**src/rtl/mole_game_pkg.sv**
```systemverilog
// rtl/mole_game_pkg.sv - shared state encoding, LFSR taps and default timing for the mole game
package mole_game_pkg;

  typedef enum logic [1:0] {
    S_IDLE = 2'd0,
    S_PLAY = 2'd1,
    S_OVER = 2'd2
  } state_t;

  // Right-shift Galois mask for x^16 + x^14 + x^13 + x^11 + 1
  localparam logic [15:0] LFSR_TAPS = 16'hB400;

  localparam int DEF_GAME_SECONDS = 30;
  localparam int DEF_SEC_DIV      = 100_000_000;
  localparam int DEF_SLOT_DIV     = 1_000_000;
  localparam int DEF_WINDOW_START = 150;
  localparam int DEF_WINDOW_MIN   = 40;
  localparam int DEF_WINDOW_STEP  = 5;

  function automatic logic [15:0] lfsr_next(input logic [15:0] v);
    return v[0] ? ((v >> 1) ^ LFSR_TAPS) : (v >> 1);
  endfunction

endpackage

```
**src/rtl/mole_game_core_pos.sv**
```systemverilog
// rtl/mole_game_core_pos.sv - free-running LFSR and no-repeat mole position picker
module mole_lfsr_pos
  import mole_game_pkg::*;
#(
  parameter int          N_HOLES   = 8,
  parameter logic [15:0] LFSR_SEED = 16'hACE1,
  localparam int         HOLE_W    = $clog2(N_HOLES)
) (
  input  logic              clk,
  input  logic              rst,
  input  logic              i_load,
  input  logic [HOLE_W-1:0] i_cur_pos,
  output logic [HOLE_W-1:0] o_next_pos
);

  logic [15:0] r_lfsr;
  logic [7:0]  w_cand;
  logic [7:0]  w_cur;
  logic [7:0]  w_adj;

  always_ff @(posedge clk) begin
    if (rst) r_lfsr <= LFSR_SEED;
    else     r_lfsr <= lfsr_next(r_lfsr);
  end

  assign w_cand = r_lfsr[7:0] % 8'(N_HOLES);
  assign w_cur  = 8'(i_cur_pos);

  // Bumping a repeated candidate by one guarantees the mole always moves
  always_comb begin
    w_adj = w_cand;
    if (w_cand == w_cur) begin
      if (w_cand == 8'(N_HOLES - 1)) w_adj = 8'd0;
      else                           w_adj = w_cand + 8'd1;
    end
  end

  assign o_next_pos = i_load ? HOLE_W'(w_adj) : i_cur_pos;

endmodule

```
**src/rtl/mole_game_core.sv**
```systemverilog
// rtl/mole_game_core.sv - game FSM, countdown, mole window, hit/miss scoring for N holes
module mole_game_core
  import mole_game_pkg::*;
#(
  parameter int          N_HOLES      = 8,
  parameter int          SCORE_W      = 8,
  parameter int          SEC_W        = 5,
  parameter int          GAME_SECONDS = DEF_GAME_SECONDS,
  parameter int          SEC_DIV      = DEF_SEC_DIV,
  parameter int          SLOT_DIV     = DEF_SLOT_DIV,
  parameter int          WINDOW_START = DEF_WINDOW_START,
  parameter int          WINDOW_MIN   = DEF_WINDOW_MIN,
  parameter int          WINDOW_STEP  = DEF_WINDOW_STEP,
  parameter int          MISS_PENALTY = 1,
  parameter logic [15:0] LFSR_SEED    = 16'hACE1,
  localparam int         HOLE_W       = $clog2(N_HOLES)
) (
  input  logic               clk,
  input  logic               rst,
  input  logic               i_start,
  input  logic               i_guess_valid,
  input  logic [HOLE_W-1:0]  i_guess,
  output logic [HOLE_W-1:0]  o_mole_pos,
  output logic               o_mole_change,
  output logic               o_hit,
  output logic               o_miss,
  output logic               o_timeout,
  output logic [SCORE_W-1:0] o_score,
  output logic [SEC_W-1:0]   o_seconds,
  output logic               o_game_over,
  output logic               o_playing
);

  localparam int SEC_CNT_W  = $clog2(SEC_DIV);
  localparam int SLOT_CNT_W = $clog2(SLOT_DIV);
  localparam int WIN_W      = $clog2(WINDOW_START + 1);

  state_t              r_state;
  state_t              w_state_next;
  logic [SCORE_W-1:0]  r_score;
  logic [SEC_W-1:0]    r_seconds;
  logic [HOLE_W-1:0]   r_mole_pos;
  logic [WIN_W-1:0]    r_window;
  logic [SEC_CNT_W-1:0]  r_sec_pre;
  logic [SLOT_CNT_W-1:0] r_slot_pre;
  logic [WIN_W-1:0]    r_slot_cnt;
  logic                r_mole_change;
  logic                r_hit;
  logic                r_miss;
  logic                r_timeout;

  logic              w_play;
  logic              w_sec_tick;
  logic              w_slot_tick;
  logic              w_guess;
  logic              w_hit;
  logic              w_miss;
  logic [WIN_W-1:0]  w_slot_inc;
  logic              w_expire;
  logic              w_timeout;
  logic              w_load;
  logic              w_last_sec;
  logic [HOLE_W-1:0] w_next_pos;

  assign w_play      = (r_state == S_PLAY);
  assign w_sec_tick  = w_play && (r_sec_pre == SEC_CNT_W'(SEC_DIV - 1));
  assign w_slot_tick = w_play && (r_slot_pre == SLOT_CNT_W'(SLOT_DIV - 1));
  // A restart swallows any guess presented in the same cycle
  assign w_guess     = w_play && i_guess_valid && !i_start;
  assign w_hit       = w_guess && (i_guess == r_mole_pos);
  assign w_miss      = w_guess && !w_hit;
  assign w_slot_inc  = r_slot_cnt + WIN_W'(1);
  assign w_expire    = w_slot_tick && (w_slot_inc == r_window);
  assign w_timeout   = w_expire && !w_guess && !i_start;
  assign w_load      = i_start || w_hit || w_timeout;
  assign w_last_sec  = w_sec_tick && (r_seconds == SEC_W'(1));

  mole_lfsr_pos #(
    .N_HOLES   (N_HOLES),
    .LFSR_SEED (LFSR_SEED)
  ) u_pos (
    .clk        (clk),
    .rst        (rst),
    .i_load     (w_load),
    .i_cur_pos  (r_mole_pos),
    .o_next_pos (w_next_pos)
  );

  always_ff @(posedge clk) begin
    if (rst) r_state <= S_IDLE;
    else     r_state <= w_state_next;
  end

  always_comb begin
    w_state_next = r_state;
    case (r_state)
      S_IDLE, S_OVER: if (i_start) w_state_next = S_PLAY;
      S_PLAY: begin
        if (i_start)         w_state_next = S_PLAY;
        else if (w_last_sec) w_state_next = S_OVER;
      end
      default: w_state_next = S_IDLE;
    endcase
  end

  always_ff @(posedge clk) begin
    if (rst) begin
      r_score       <= '0;
      r_seconds     <= SEC_W'(GAME_SECONDS);
      r_mole_pos    <= '0;
      r_window      <= WIN_W'(WINDOW_START);
      r_sec_pre     <= '0;
      r_slot_pre    <= '0;
      r_slot_cnt    <= '0;
      r_mole_change <= 1'b0;
      r_hit         <= 1'b0;
      r_miss        <= 1'b0;
      r_timeout     <= 1'b0;
    end else begin
      r_mole_change <= w_load;
      r_hit         <= w_hit;
      r_miss        <= w_miss;
      r_timeout     <= w_timeout;
      r_mole_pos    <= w_next_pos;
      if (i_start) begin
        r_score    <= '0;
        r_seconds  <= SEC_W'(GAME_SECONDS);
        r_window   <= WIN_W'(WINDOW_START);
        r_sec_pre  <= '0;
        r_slot_pre <= '0;
        r_slot_cnt <= '0;
      end else if (w_play) begin
        r_sec_pre  <= w_sec_tick  ? '0 : r_sec_pre + SEC_CNT_W'(1);
        r_slot_pre <= w_slot_tick ? '0 : r_slot_pre + SLOT_CNT_W'(1);
        if (w_sec_tick) r_seconds <= r_seconds - SEC_W'(1);
        if (w_hit) begin
          if (r_score != '1) r_score <= r_score + SCORE_W'(1);
          r_window <= (r_window >= WIN_W'(WINDOW_MIN + WINDOW_STEP)) ?
                      r_window - WIN_W'(WINDOW_STEP) : WIN_W'(WINDOW_MIN);
        end else if (w_miss) begin
          r_score <= (r_score >= SCORE_W'(MISS_PENALTY)) ?
                     r_score - SCORE_W'(MISS_PENALTY) : '0;
        end
        // An expired window restarts the count even when a guess claimed the cycle
        if (w_hit || w_expire) r_slot_cnt <= '0;
        else if (w_slot_tick)  r_slot_cnt <= w_slot_inc;
      end
    end
  end

  assign o_mole_pos    = r_mole_pos;
  assign o_mole_change = r_mole_change;
  assign o_hit         = r_hit;
  assign o_miss        = r_miss;
  assign o_timeout     = r_timeout;
  assign o_score       = r_score;
  assign o_seconds     = r_seconds;
  assign o_game_over   = (r_state == S_OVER);
  assign o_playing     = w_play;

endmodule

```
**config.mk**
```make
export PLATFORM = sky130hd
export DESIGN_NAME = mole_game_core
export DESIGN_NICKNAME = d
export VERILOG_FILES = /design/src/rtl/mole_game_pkg.sv /design/src/rtl/mole_game_core_pos.sv /design/src/rtl/mole_game_core.sv
export SDC_FILE = /design/constraint.sdc
export NUM_CORES = 1
export LEC_CHECK = 0
export ABC_CLOCK_PERIOD_IN_PS = 2600
export CAP_MARGIN = 25
export CORE_ASPECT_RATIO = 0.9
export CORE_UTILIZATION = 59
export DETAILED_ROUTE_END_ITERATION = 6
export PLACE_DENSITY = 0.77
export SLEW_MARGIN = 0
export SYNTH_ARGS = -nofsm -noshare
export SYNTH_HDL_FRONTEND = slang
export SYNTH_SLANG_ARGS = --single-unit
```
**constraint.sdc**
```tcl
create_clock -name clk -period 2.6 [get_ports clk]
set_input_delay 0.52 -clock clk [delete_from_list [all_inputs] [get_ports clk]]
set_output_delay 0.52 -clock clk [all_outputs]
set_load 0.05 [all_outputs]
```
==> run metrics <==
outcome finished clean; critical path start-end classification reg -> reg; Total Die Area 8690 sq um; reg-to-reg endpoint o_mole_pos[2]; Achievable Freq 0.422 GHz; clock insertion delay at the later pin of the skew report 0.37 ns; class of the worst hold path reg -> reg; number of endpoints failing setup at the final stage 0; flop and latch count out of synthesis 101; number of antenna repair diodes 0; average vias per placed instance 5.64; overflow left after global routing 0; post-CTS setup buffers 0; worst-path cell chain ha_1 > and2_1 > a21oi_1 > nand4b_1 > nor4_4 > a211oi_4 > mux2_4; endpoints failing hold 0; power density cells 502 nW/um^2; Avg Synthesized Cell Area 8.71 sq um; floorplan die height 88.6 um; CTS tree yes; part of the cycle the worst path needs 0.912; min Tclk post-route 2.37 ns; area used by sequential logic in the layout 2020 sq um; TritonCTS sink count 101; sequential-to-total area share from yosys stat 0.412; floorplan die width 98.2 um; Hold Buf Count CTS 0; setup repair after global routing missed its margin false; dominant delay contributor by cell family on the critical path simple AND/OR/NAND/NOR gates; static leakage 2.06 nW; Clock Tree Root sky130_fd_sc_hd__clkbuf_8; wire length of the first global-routing pass 16.8 mm; CTS-repair resized insts 1; setup slack on the worst flop-to-flop path 0.23 ns; number of antenna violations at the first check in global routing 0; total number of vias 3951; average wire length per cell after detail routing 13.8 um; total number of yosys warnings 0; startpoint of the worst-slack reg-to-reg timing path r_slot_cnt[0]; remaining antenna violation count 0; cell area after technology mapping 4910 sq um; buffer levels on the longest clock path 2; violation count after the first detailed-routing iteration 125; global routing usage summed across all routing layers 0.238; post-route clock skew 0.00860 ns; endpoint kind of the worst setup timing path flop; number of filler instances in the final layout 660; terminating pin of the worst hold path u_pos.r_lfsr[6]; synth-to-layout area growth 12.3%; required time of the critical path 2.87 ns; Critical Path Max Stage Delay 0.47 ns; power after layout 2.77 mW; Maximum Capacitance Violations 0; worst slew pin tran 0.636 ns; number of placed I/O pins 29; Primary FF master, synth sky130_fd_sc_hd__dfxtp_1; number of enable flip-flop cells after synthesis 0; post-synthesis async set-or-reset flop share 0; Core ar. 8070 sq um; Netlist cell types 55; number of DRC violations after detailed routing 0; number of instances in the synthesized netlist 564; total negative setup slack 0 ns; highest ir drop seen on vdd 324 uV; fraction of layout cells with a size suffix above 1 0.0782; Net Count, Synth 583; worst hold path startpoint u_pos.r_lfsr[7]; Placer Congestion 0.909; Max H-tree Level 3; number of global-route vias before repair 3681; Max FO, Critical Path 6; half-perimeter wire length after detailed placement 6.91 mm; library cell contributing the largest single delay on the critical path sky130_fd_sc_hd__dfxtp_1; number of buffers created by CTS 9; launching element type of the critical path flop; depth of the worst register-to-register path 7; floorplan row count 31; pin count of the biggest net entering global routing 27; total iterations of the first detailed-routing run 4; worst slew margin relative to its limit 0.573; total buffers and inverters traversed by the critical path 0; Clock Pin Slew Worst Setup and Hold Paths 0.10 ns; final number of max-transition violations 0; layout net count 615; crit path DAT 2.64 ns; leading cell types in the layout, fill and taps excluded 101 x sky130_fd_sc_hd__dfxtp_1, 79 x sky130_fd_sc_hd__nor2_1, 46 x sky130_fd_sc_hd__nand2_1, 41 x sky130_fd_sc_hd__xor2_1, 31 x sky130_fd_sc_hd__xnor2_1; Min-Delay Path Depth 1; wirelength, routed 9.66 mm; initial core utilization 0.609; total of buffers placed on input and output ports 28; footprint of the multi-input gates 2730 sq um; commonest non-fill, non-tap cell in the layout sky130_fd_sc_hd__dfxtp_1
## cell families (layout without fill, tap and decap cells)
| family | Yosys count | after routing | synth area share |
|---|---|---|---|
| buf+inv | 36 | 73 | 0.0318 |
| simple gates | 270 | 270 | 0.295 |
| flops | 101 | 101 | 0.412 |
| mux | 7 | 7 | 0.0176 |
| fa+ha+maj | 12 | 12 | 0.0306 |
| compound gates | 66 | 66 | 0.0846 |
| xor+xnor | 72 | 72 | 0.128 |
## Yosys cell counts, drive strengths merged (2+ instances only)
library cell,n,area [sq um]
xnor2,31,272
nor2,79,297
or3,10,62.6
and2,5,31.3
or2,9,56.3
a211oi,5,50.1
mux2,4,56.3
and4b,3,30.0
nand2,46,173
nor4bb,2,20.0
xor2,41,359
or4,4,33.8
a31o,2,17.5
nand2b,5,31.3
nand3b,3,22.5
nor4b,5,43.8
buf,8,50.1
nand4,18,119
nor2b,11,68.8
nand3,24,125
nor3b,2,15.0
ha,12,150
and4,11,96.3
nand4b,2,17.5
o311ai,2,17.5
a21oi,24,120
nor3,6,30.0
clkbuf,12,46.3
dfxtp,101,2020
and3,15,93.8
o31ai,2,15.0
o211ai,4,30.0
mux2i,3,30.0
inv,16,60.1
nor4,9,71.3
o21ai,19,95.1
## layout make-up
cell class / instances / share of cell area
multi-input cells: 427 / 0.496
flip-flops and latches: 101 / 0.367
repair buffers: 41 / 0.0706
clock buffers: 9 / 0.0225
well taps: 99 / 0.0225
clock inverters: 7 / 0.0113
inverters: 16 / 0.0109
## state kept, by name, summed over array words and instances (netlist names)
register       count
o_miss             1
r_sec_pre         27
o_score            8
r_state            2
o_hit              1
u_pos.r_lfsr      16
o_seconds          5
o_mole_pos         3
o_timeout          1
r_slot_pre        20
o_mole_change      1
r_slot_cnt         8
r_window           8
## through the flow
step / setup slack (ns) / std cells / hold WS (ns) / instance area, sq um / utilization
global route: 0.0421 / 700 / 0.450 / 5510 / 0.683
global placement: 0.135 / 684 / 0.392 / 5330 / 0.661
CTS: 0.235 / 700 / 0.427 / 5510 / 0.683
floorplan: 0.346 / 564 / 0.389 / 4910 / -
finish: 0.229 / 700 / 0.422 / 5510 / 0.683
detailed placement: 0.0650 / 684 / 0.399 / 5330 / 0.661
## metal layers
| layer | up-vias | GRT usage | share of wire |
|---|---|---|---|
| met5 | - | 0 | 0 |
| met4 | 0 | 0.0692 | 0.013 |
| met3 | 11 | 0.0600 | 0.033 |
| met2 | 60 | 0.409 | 0.47 |
| met1 | 1860 | 0.301 | 0.49 |
| li1 | 2020 | - | - |
## where the power goes
group | internal, mW | switching [mW] | leakage (nW)
combinational | 0.0905 | 0.128 | 1.14
clock | 0.372 | 0.577 | 0.0984
sequential | 1.57 | 0.0253 | 0.820
## how the worst max path moves through the flow
stage | from | to | slack [ns] | cells after the start
after floorplan | o_score[2] | o_score[7] | 0.35 | 6
after global placement | i_start | r_window[5] | 0.13 | 7
after detailed placement | i_start | o_score[6] | 0.07 | 8
after CTS | o_score[0] | o_score[0] | 0.24 | 1
after global routing | r_slot_cnt[0] | o_mole_pos[0] | 0.04 | 7
final | r_slot_cnt[0] | o_mole_pos[2] | 0.23 | 7
Note: power is estimated with default switching activity, not from simulation.
